**src/rtl/dmem_arbiter.sv**
```systemverilog
// dmem_arbiter: two-port arbiter in front of the single-port data memory.
// Port 0 is the CPU and port 1 is the host/loader. Each access runs
// IDLE -> ISSUE -> ACK, so it takes three cycles. Every output is registered.
// The read word is captured at the ISSUE->ACK edge, so it is valid together
// with the ack pulse. The memory must therefore present read data by the
// end of the strobe cycle.
// Optional feature: define DMARB_FIXPRI_EN for fixed priority, where port 0
// always wins a tie. The default build uses round-robin arbitration.
module dmem_arbiter #(
  parameter int unsigned DATA_W = 16,
  parameter int unsigned ADDR_W = 8
) (
  input  logic              clk,
  input  logic              rst,
  input  logic              req0,
  input  logic              we0,
  input  logic [ADDR_W-1:0] addr0,
  input  logic [DATA_W-1:0] wdata0,
  output logic              ack0,
  output logic [DATA_W-1:0] rdata0,
  input  logic              req1,
  input  logic              we1,
  input  logic [ADDR_W-1:0] addr1,
  input  logic [DATA_W-1:0] wdata1,
  output logic              ack1,
  output logic [DATA_W-1:0] rdata1,
  output logic              mem_en,
  output logic              mem_we,
  output logic [ADDR_W-1:0] mem_addr,
  output logic [DATA_W-1:0] mem_wdata,
  input  logic [DATA_W-1:0] mem_rdata,
  output logic              gnt,
  output logic              busy
);

  typedef enum logic [1:0] {
    IDLE  = 2'd0,
    ISSUE = 2'd1,
    ACK   = 2'd2
  } state_e;

  state_e              state_q, state_d;
  logic                mem_en_q, mem_en_d;
  logic                mem_we_q, mem_we_d;
  logic [ADDR_W-1:0]   mem_addr_q, mem_addr_d;
  logic [DATA_W-1:0]   mem_wdata_q, mem_wdata_d;
  logic                ack0_q, ack0_d;
  logic                ack1_q, ack1_d;
  logic [DATA_W-1:0]   rdata0_q, rdata0_d;
  logic [DATA_W-1:0]   rdata1_q, rdata1_d;
  logic                gnt_q, gnt_d;
  logic                busy_q, busy_d;
  logic                last_q, last_d;
  logic                win_c;

  // Winner selection among the currently raised requests
  always_comb begin
    win_c = 1'b0;
    if (req0 && req1) begin
`ifdef DMARB_FIXPRI_EN
      win_c = 1'b0;
`else
      win_c = ~last_q;
`endif
    end else if (req1) begin
      win_c = 1'b1;
    end
  end

  // Next-state and registered-output logic
  always_comb begin
    state_d     = state_q;
    mem_en_d    = 1'b0;
    mem_we_d    = mem_we_q;
    mem_addr_d  = mem_addr_q;
    mem_wdata_d = mem_wdata_q;
    ack0_d      = 1'b0;
    ack1_d      = 1'b0;
    rdata0_d    = rdata0_q;
    rdata1_d    = rdata1_q;
    gnt_d       = gnt_q;
    last_d      = last_q;

    case (state_q)
      IDLE: begin
        if (req0 || req1) begin
          state_d     = ISSUE;
          gnt_d       = win_c;
          mem_en_d    = 1'b1;
          mem_we_d    = win_c ? we1 : we0;
          mem_addr_d  = win_c ? addr1 : addr0;
          mem_wdata_d = win_c ? wdata1 : wdata0;
        end
      end
      ISSUE: begin
        // Strobe ends here; read data is captured as the ack is raised
        state_d  = ACK;
        mem_we_d = 1'b0;
        if (gnt_q) begin
          ack1_d = 1'b1;
          if (!mem_we_q) rdata1_d = mem_rdata;
        end else begin
          ack0_d = 1'b1;
          if (!mem_we_q) rdata0_d = mem_rdata;
        end
      end
      ACK: begin
        // The acked port's req is not sampled here, only in the next IDLE
        state_d = IDLE;
        last_d  = gnt_q;
      end
      default: begin
        state_d = IDLE;
      end
    endcase

    busy_d = (state_d != IDLE);
  end

  // State and output registers with synchronous reset
  always_ff @(posedge clk) begin
    if (rst) begin
      state_q     <= IDLE;
      mem_en_q    <= 1'b0;
      mem_we_q    <= 1'b0;
      mem_addr_q  <= '0;
      mem_wdata_q <= '0;
      ack0_q      <= 1'b0;
      ack1_q      <= 1'b0;
      rdata0_q    <= '0;
      rdata1_q    <= '0;
      gnt_q       <= 1'b0;
      busy_q      <= 1'b0;
      last_q      <= 1'b1;
    end else begin
      state_q     <= state_d;
      mem_en_q    <= mem_en_d;
      mem_we_q    <= mem_we_d;
      mem_addr_q  <= mem_addr_d;
      mem_wdata_q <= mem_wdata_d;
      ack0_q      <= ack0_d;
      ack1_q      <= ack1_d;
      rdata0_q    <= rdata0_d;
      rdata1_q    <= rdata1_d;
      gnt_q       <= gnt_d;
      busy_q      <= busy_d;
      last_q      <= last_d;
    end
  end

  assign ack0      = ack0_q;
  assign ack1      = ack1_q;
  assign rdata0    = rdata0_q;
  assign rdata1    = rdata1_q;
  assign mem_en    = mem_en_q;
  assign mem_we    = mem_we_q;
  assign mem_addr  = mem_addr_q;
  assign mem_wdata = mem_wdata_q;
  assign gnt       = gnt_q;
  assign busy      = busy_q;

endmodule
```
**config.mk**
```make
export PLATFORM = sky130hd
export DESIGN_NAME = dmem_arbiter
export DESIGN_NICKNAME = d
export VERILOG_FILES = /design/src/rtl/dmem_arbiter.sv
export SDC_FILE = /design/constraint.sdc
export NUM_CORES = 1
export LEC_CHECK = 0
export BUFFER_PORTS_ARGS = -buffer_cell sky130_fd_sc_hd__buf_2
export CAP_MARGIN = 40
export CORE_UTILIZATION = 38
export CTS_CLUSTER_SIZE = 25
export DETAILED_ROUTE_END_ITERATION = 16
export PLACE_DENSITY = 0.77
export SYNTH_ARGS = -nofsm -noshare
export SYNTH_HDL_FRONTEND = slang
export SYNTH_SLANG_ARGS = --single-unit
```
**constraint.sdc**
```tcl
create_clock -name clk -period 1.54 [get_ports clk]
set_input_delay 0.308 -clock clk [delete_from_list [all_inputs] [get_ports clk]]
set_output_delay 0.308 -clock clk [all_outputs]
set_load 0.01 [all_outputs]
```
# After elaboration in Yosys (flattened, before gate mapping)
# Cells that the tools add are included.
[word_totals]
input_bits = 70
elab_cells = 43
output_inout_bits = 62
regBits = 65
[classes]
reduce_logical = 11
n_eq_ne = 3
muxes = 12
bitwise_logic = 5
[ops]
columns = ["operator", "count"]
rows = [
  ["two-way mux 16 bit", 1],
  ["two-way mux 8 bit", 1],
  ["two-way mux 1 bit", 7],
  ["AND reduction 3 bit", 2],
  ["inverter 1 bit", 5],
  ["case mux 2 bit (2 select lines)", 1],
  ["AND reduction 2 bit", 2],
  ["nonzero test 2 bit", 2],
  ["OR reduction 2 bit", 2],
  ["equality test 2 x 1 -> 1 bit (second input constant)", 1],
  ["equality test 2 bit (second input constant)", 1],
  ["zero test 2 bit", 1],
  ["two-way mux 2 bit", 1],
  ["!= test 2 bit (second input constant)", 1],
  ["case mux 1 bit (2 select lines)", 1],
  ["logical AND 1 bit", 1],
  ["logical OR 1 bit", 1],
]

# Logic depth before layout (Yosys ltp)
# Gate-level depths: netlist of run 1.
[depth]
word_depth = 5
depth_mapped = 6
depth_no_buf = 3

# Worst setup path after synthesis of run 1
# No wires, ideal clock.
[synth_timing]
kind = "register to register"
from = "register gnt_q, in the netlist gnt"
to = "register rdata0_q[1], in the netlist rdata0[1]"
n_path_buf = 2
arrival_time_ns = 1.311
synth_period_minus_slack_ns = 1.443
slack_ns = 0.097
stages_incl_launch_ff = 6
required_time_ns = 1.408
setup_time_ns = 0.132
cell_sequence = "dfxtp_1 > or4b_1 > buf_6 > buf_8 > nand2_1 > a21oi_1"
[synth_via]
elab_chain_len = 2
[synth_lines]
columns = ["item", "line_no", "text"]
rows = [
  ["start: declaration", "51", "logic gnt_q, gnt_d;"],
  ["start signal: assignment", "145", "gnt_q <= gnt_d;"],
  ["inverter 1 bit (no source line)", "n/a", ""],
  ["AND reduction 3 bit (no source line)", "n/a", ""],
  ["end signal: assignment", "143", "rdata0_q <= rdata0_d;"],
  ["end: declaration", "49", "logic [DATA_W-1:0] rdata0_q, rdata0_d;"],
]
# No other way between the ends.
# A chain may end at the register's enable or synchronous reset.

# Worst setup path after layout of run 1
[layout_timing]
from = "register state_q[0]"
to = "register rdata0_q[2], in the netlist rdata0[2]"
[layout_via]
elab_chain_len = 2
[layout_lines]
columns = ["item", "line_no", "text"]
rows = [
  ["start: declaration", "42", "state_e state_q, state_d;"],
  ["start signal: assignment", "136", "state_q <= state_d;"],
  ["equality test 2 x 1 -> 1 bit", "84", "case (state_q)"],
  ["AND reduction 3 bit (no source line)", "n/a", ""],
]
# No other way between the ends.

==> metrics.csv, run 1 <==
metric,value,unit
synth_top_area_share,48.1,%
num_rows,30,
ctsResizeCount,0,
numClockSinks,65,
core_region_area,6830,um^2
seq_area,1300,um^2
yosysSeqAreaShare,48.1,%
fmax,758,MHz
htree_num_levels,3,
p_leak,1.65,nW
setup_viol,0,
antenna_found_initial,0,
async_flop_share,0,%
placed_area,3480,um^2
clock-skew-final,10.2,ps
path_max_fanout,16,
num-nets-final,511,
final_common_cell,buf_2,
die_x,86.3,um
cp-start-kind,flop,
cts_tree,done,
arrival,1530,ps
synthFlopType,dfxtp_1,
timing_hold_violations_final,0,
status,completed,
crit_end,rdata0[2],
io_pins,132,
final_antenna_net_count,0,
die_area,7450,um^2
hold_buffers,0,
path_clk_slew,70,ps
vdd.ir_drop.worst,0.559,mV
final_cell_mix,"buf_2, nand2_1, dfxtp_1, a21oi_1, a311oi_2",
fin_crit,1320,ps
area_delta_synth_final,36.4,%
pre_cts_slack,182,ps
synth.avg_cell_area,8.66,um^2
gr-usage-all-layers,19.6,%
synth.distinct_cells,27,
initial_core_util,39.6,%
hold-path-cell-count,3,
slew-limit-headroom,78.9,%
yosysTopAreaCell,dfxtp_1,
worst_setup_path_end_kind,flop,
reg2reg_to,rdata0[2],
crit_type,flop to flop,
synth.top_cells.by_area,"dfxtp_1, nand2_1, a311oi_2",
rrSetupSlack,220,ps
tightest_slew,317,ps
overflow,0,
synth_area,2700,um^2
drc,0,
grt_max_degree,65,
fill_cells,653,
cts_root_buffer,clkbuf_8,
wl_per_cell,12.7,um
n_antenna_cell,0,
maxCapViolCount,0,
die_h,86.3,um
clk_latency,330,ps
cts_setup_buffers,0,
timing.rr.start,state_q[0],
hold_path.class,input port to flop,
power.density,1110,nW/um^2
synth-seq-cells,65,
clockBufferDepth,2,
postLayoutCellArea,3690,um^2
rsz0062_at_grt,false,
detailed_place_hpwl,4870,um
globalplace.congestion,0.733,
drt-initial-drc-count,111,
multiInputGateArea,1240,um^2
synth_edf_count,0,
yosysWarnings,0,
syn_inst,312,
slew_violations,0,
startpoint,state_q[0],
vias,2601,
wl,6870,um
layout-drive-gt1-share,42.6,%
via_per_inst,4.80,
cts_buffers,9,
fin_setup_tns,0,ps
hold_ws,219,ps
required,1750,ps
grt_pass1_wl,11400,um
grt_pass1_vias,2611,
syn-num-nets,382,
fin_crit_sh,85.7,%
port_buffers,131,
worst_slack,221,ps
firstDrtPassIters,4,
ff2ff_path_depth,4,
power by group:
group | switching, mW | internal (mW)
sequential | 0.0645 | 1.80
clock | 0.649 | 0.794
combinational | 0.428 | 0.351
total | 1.14 | 2.95
flip-flops by register name (all words and copies together) (netlist names), 2 cells and up:
| register | count |
|---|---|
| rdata1 | 16 |
| state_q | 2 |
| mem_addr | 8 |
| rdata0 | 16 |
| mem_wdata | 16 |
cells in the mapped netlist (2+ instances only):
master and n:
a21bo_2 2, a21oi_1 58, a311oi_1 5, a311oi_2 20, and2_1 2, buf_1 2, buf_2 6, buf_6 5
clkbuf_1 12, dfxtp_1 65, nand2_1 114, nand2_2 2, nor2_1 4, nor2b_1 2
worst max-delay path: stages (launching register included):
cell,delay [ps]
dfxtp_1,390
or4b_1,440
buf_4,210
nand2_1,90
a21oi_1,60
through the flow:
stage	power, mW	util, %	cells
finish	4.09	54.0	542
CTS	4.15	54.0	542
floorplan	2.38	-	312
global placement	2.68	51.0	526
detailed placement	2.69	51.0	526
global route	4.30	54.0	542
cell type report:
class                           instances  share of cell area, %
Multi-Input combinational cell        219                   33.7
Timing Repair Buffer                  146                   22.2
Tap cell                               96                   3.26
Clock inverter                          6                   1.77
Sequential cell                        65                   35.3
Clock buffer                           10                   3.73
kinds of logic (layout without fill, tap and decap cells):
family	after synthesis	after routing	synth area share, %
AOI/OAI and AO/OA	88	88	25.2
buffers and inverters	28	162	6.16
DFF	65	65	48.1
and+or+nand+nor	131	131	20.5
how the worst min path moves through the flow:
| stage | start | endpoint | slack, ps |
|---|---|---|---|
| after floorplan | mem_rdata[0] | rdata0[0] | 440 |
| after global placement | rdata0[2] | rdata0[2] | 440 |
| after detailed placement | rdata0[15] | rdata0[15] | 450 |
| after CTS | mem_rdata[14] | rdata1[14] | 200 |
| after global routing | mem_rdata[14] | rdata1[14] | 220 |
| final | mem_rdata[14] | rdata1[14] | 220 |
metal layers:
metal	part of all wire [%]	GRT usage (%)	wire length [um]	up-vias
li1	-	-	-	1325
met3	7.3	4.86	505	8
met4	1.5	8.94	106	0
met5	0	0	0	-
met1	41	22.1	2840	1162
met2	50	34.8	3420	106
No activity file was read; power rests on OpenSTA's default activity.
==> inputs of run 2 (changes only) <==
--- a/config.mk
+++ b/config.mk
@@ -8,8 +8,10 @@
 export BUFFER_PORTS_ARGS = -buffer_cell sky130_fd_sc_hd__buf_2
 export CAP_MARGIN = 40
 export CORE_UTILIZATION = 38
+export CTS_BUF_LIST = sky130_fd_sc_hd__clkbuf_16
 export CTS_CLUSTER_SIZE = 25
 export DETAILED_ROUTE_END_ITERATION = 16
+export MAX_ROUTING_LAYER = met4
 export PLACE_DENSITY = 0.77
 export SYNTH_ARGS = -nofsm -noshare
 export SYNTH_HDL_FRONTEND = slang
==> constraint.sdc (replaced) <==
create_clock -name clk -period 1.54 [get_ports clk]
set_input_delay 0.308 -clock clk [delete_from_list [all_inputs] [get_ports clk]]
set_output_delay 0.308 -clock clk [all_outputs]
set_load 0.02 [all_outputs]
==> run 2 against run 1 <==
Register-to-register slack hardly changed. Sequential share of layout area is 0.85 points lower. Design area is 2.5% higher. Sequential power hardly changed. Critical path type unchanged. First-iteration DRC count is 16% higher. Fmax hardly changed. Core utilization is 1.3 points higher. Global-route usage is 0.52 points higher. Clock power is 36% higher. Count of clock-buffer cells in the layout is 1 lower.
==> metrics.csv, run 2 (synthesis gave the netlist of run 1 again) <==
metric,value,unit
n_antenna_cell,0,
clockBufferDepth,2,
drc,0,
clock-skew-final,5.60,ps
fmax,758,MHz
arrival,1510,ps
rsz0062_at_grt,false,
globalplace.congestion,0.742,
fin_total_pwr,4.70,mW
cts_setup_buffers,0,
multiInputGateArea,1240,um^2
grt_pass1_vias,2639,
required,1730,ps
p_leak,1.69,nW
initial_core_util,39.6,%
cp-start-kind,flop,
postLayoutCellArea,3780,um^2
drt-initial-drc-count,129,
fill_cells,639,
grt_pass1_wl,11400,um
layout-drive-gt1-share,42.4,%
slew-limit-headroom,79.0,%
vias,2619,
pre_cts_slack,182,ps
grt_max_degree,65,
path_max_fanout,16,
vdd.ir_drop.worst,0.633,mV
crit_type,flop to flop,
cts_tree,done,
worst_slack,221,ps
p_comb_share,18.5,%
num-nets-final,511,
p_int,3.41,mW
numClockSinks,65,
power_switching,1.29,mW
overflow,0,
post-route-util,55.3,%
hold_path.class,input port to flop,
setup_viol,0,
final_common_cell,buf_2,
pwr-share-seq,39.8,%
fin_crit_sh,85.6,%
slew_violations,0,
detailed_place_hpwl,4870,um
hold_buffers,0,
ctsResizeCount,0,
die_area,7450,um^2
fin_crit,1320,ps
final_cell_mix,"buf_2, nand2_1, dfxtp_1, a21oi_1, a311oi_2",
placed_area,3480,um^2
tightest_slew,315,ps
gr-usage-all-layers,20.1,%
io_pins,132,
cts_buffers,9,
fin_setup_tns,0,ps
swShare,27.5,%
clkPwrFrac,41.7,%
core_region_area,6830,um^2
timing_hold_violations_final,0,
antenna_found_initial,0,
seq_area,1300,um^2
die_x,86.3,um
wl,6870,um
area_delta_synth_final,39.8,%
clk_latency,320,ps
num_rows,30,
status,completed,
worst_setup_path_end_kind,flop,
path_clk_slew,60,ps
cts_root_buffer,clkbuf_16,
power.density,1240,nW/um^2
firstDrtPassIters,6,
wl_per_cell,12.7,um
final_antenna_net_count,0,
port_buffers,131,
htree_num_levels,3,
maxCapViolCount,0,
die_h,86.3,um
via_per_inst,4.83,
[run 2: changes by cell type in the layout (fill, tap and decap cells not counted), sizes merged]
cell	delta
clkbuf	-1
clkinv	+1
[run 2: path summary, 6_finish.rpt]
check	from	to	slack [ps]	cells past startpoint
worst min-delay path	mem_rdata[14]	rdata1[14]	230	3
worst min register to register	rdata0[15]	rdata0[15]	450	2
worst max-delay path	state_q[0]	rdata0[2]	220	4
worst max register to register	state_q[0]	rdata0[2]	220	4
[run 2: area by class of cell]
cell class                      count  share of cell area [%]
Tap cell                           96                    3.18
Timing Repair Buffer              146                    21.7
Sequential cell                    65                    34.4
Clock inverter                      7                    1.82
Multi-Input combinational cell    219                    32.9
Clock buffer                        9                    5.96
[run 2: routing by layer]
layer	share of wire (%)	GRT usage, %	wire length, um
met1	43	22.5	2930
met2	49	34.9	3390
met3	6.7	3.90	458
met4	1.3	8.48	91
met5	0	-	0
[run 2: power by group through the flow]
stage,clock network [mW],logic (mW),registers [mW]
2_1_floorplan,0,0.415,2.05
3_5_place_dp,0,0.879,1.90
3_3_place_gp,0,0.861,1.90
6_report,1.96,0.869,1.87
4_1_cts,2.01,0.879,1.87
5_1_grt,2.07,0.952,1.89
[run 2: through the flow]
stage               cells  hold WS (ps)
floorplan             312           444
global placement      526           439
detailed placement    526           446
CTS                   542           225
global route          542           240
finish                542           235
[run 2: worst max-delay path, stage by stage, from the launching register on]
cell and delay (ps):
dfxtp_1 380, or4b_1 440, buf_4 210, nand2_1 90, a21oi_1 60
==> inputs of run 3 (changes only) <==
--- a/config.mk
+++ b/config.mk
@@ -8,7 +8,7 @@
 export BUFFER_PORTS_ARGS = -buffer_cell sky130_fd_sc_hd__buf_2
 export CAP_MARGIN = 40
 export CORE_UTILIZATION = 38
-export CTS_BUF_LIST = sky130_fd_sc_hd__clkbuf_16
+export CTS_BUF_LIST = sky130_fd_sc_hd__clkbuf_2 sky130_fd_sc_hd__clkbuf_4 sky130_fd_sc_hd__clkbuf_8
 export CTS_CLUSTER_SIZE = 25
 export DETAILED_ROUTE_END_ITERATION = 16
 export MAX_ROUTING_LAYER = met4
==> run 3 against run 2 <==
Clock power shrank 27%. Worst setup slack barely moved. Total power fell by 11%. Largest cell class unchanged.
==> metrics.csv, run 3 (synthesis gave the netlist of run 1 again) <==
metric,value,unit
status,completed,
htree_num_levels,3,
multiInputGateArea,1240,um^2
worst_setup_path_end_kind,flop,
path_clk_slew,70,ps
overflow,0,
die_h,86.3,um
grt_max_degree,65,
slew_violations,0,
vias,2605,
timing_hold_violations_final,0,
ctsResizeCount,0,
layout-drive-gt1-share,42.6,%
cts_buffers,9,
cts_tree,done,
num-nets-final,511,
crit_type,flop to flop,
fin_setup_tns,0,ps
seq_area,1300,um^2
numClockSinks,65,
area_delta_synth_final,36.4,%
hold_buffers,0,
clock-skew-final,11.1,ps
globalplace.congestion,0.742,
port_buffers,131,
hold_path.class,input port to flop,
wl_per_cell,12.7,um
fmax,758,MHz
final_antenna_net_count,0,
n_antenna_cell,0,
clk_latency,330,ps
clockBufferDepth,2,
postLayoutCellArea,3690,um^2
die_area,7450,um^2
die_x,86.3,um
p_leak,1.65,nW
setup_viol,0,
vdd.ir_drop.worst,0.576,mV
power.density,1130,nW/um^2
fin_crit,1320,ps
drt-initial-drc-count,119,
pre_cts_slack,182,ps
required,1750,ps
cts_setup_buffers,0,
placed_area,3480,um^2
slew-limit-headroom,78.9,%
fin_crit_sh,85.6,%
grt_pass1_vias,2616,
rrSetupSlack,220,ps
firstDrtPassIters,4,
final_cell_mix,"buf_2, nand2_1, dfxtp_1, a21oi_1, a311oi_2",
grt_pass1_wl,11400,um
antenna_found_initial,0,
cp-start-kind,flop,
rsz0062_at_grt,false,
io_pins,132,
tightest_slew,317,ps
detailed_place_hpwl,4870,um
via_per_inst,4.81,
wl,6880,um
drc,0,
final_common_cell,buf_2,
worst_slack,221,ps
core_region_area,6830,um^2
initial_core_util,39.6,%
num_rows,30,
arrival,1530,ps
cts_root_buffer,clkbuf_8,
path_max_fanout,16,
maxCapViolCount,0,
gr-usage-all-layers,20.2,%
fill_cells,653,
-- run 3: changes by cell type in the layout (fill, tap and decap cells not counted), sizes merged --
cell and delta:
clkbuf +1, clkinv -1
-- run 3: power by group --
part           internal (mW)  switching [mW]
registers               1.80          0.0645
logic                  0.352           0.517
clock network          0.794           0.647
total                   2.95            1.23
-- run 3: layer usage --
metal / vias up / routed length (um) / part of all wire [%] / global-route usage [%]
met2: 105 / 3440 / 50 / 34.8
li1: 1324 / - / - / -
met4: 0 / 61 / 0.89 / 7.12
met3: 7 / 435 / 6.3 / 5.05
met1: 1169 / 2940 / 43 / 22.7
met5: - / 0 / 0 / -
-- run 3: area by class of cell --
cell class | instances | area share (%)
well taps | 96 | 3.26
clock buffers | 10 | 3.73
repair buffers | 146 | 22.2
clock inverters | 6 | 1.77
flip-flops and latches | 65 | 35.3
multi-input cells | 219 | 33.7
-- run 3: critical path, cell delays in order (launching register included) --
cell and delay, ps:
dfxtp_1 390, or4b_1 440, buf_4 220, nand2_1 90, a21oi_1 60
-- run 3: worst paths after layout --
kind	cells past startpoint	to	from
hold reg to reg	2	rdata0[15]	rdata0[15]
setup / recovery	4	rdata0[2]	state_q[0]
hold / removal	3	rdata1[14]	mem_rdata[14]
setup reg to reg	4	rdata0[2]	state_q[0]
-- run 3: through the flow --
step	util [%]	power [mW]	cells	hold slack, ps
after global placement	51.0	2.77	526	439
final	54.0	4.18	542	219
after global routing	54.0	4.40	542	212
after CTS	54.0	4.24	542	201
after floorplan	-	2.47	312	444
after detailed placement	51.0	2.78	526	446
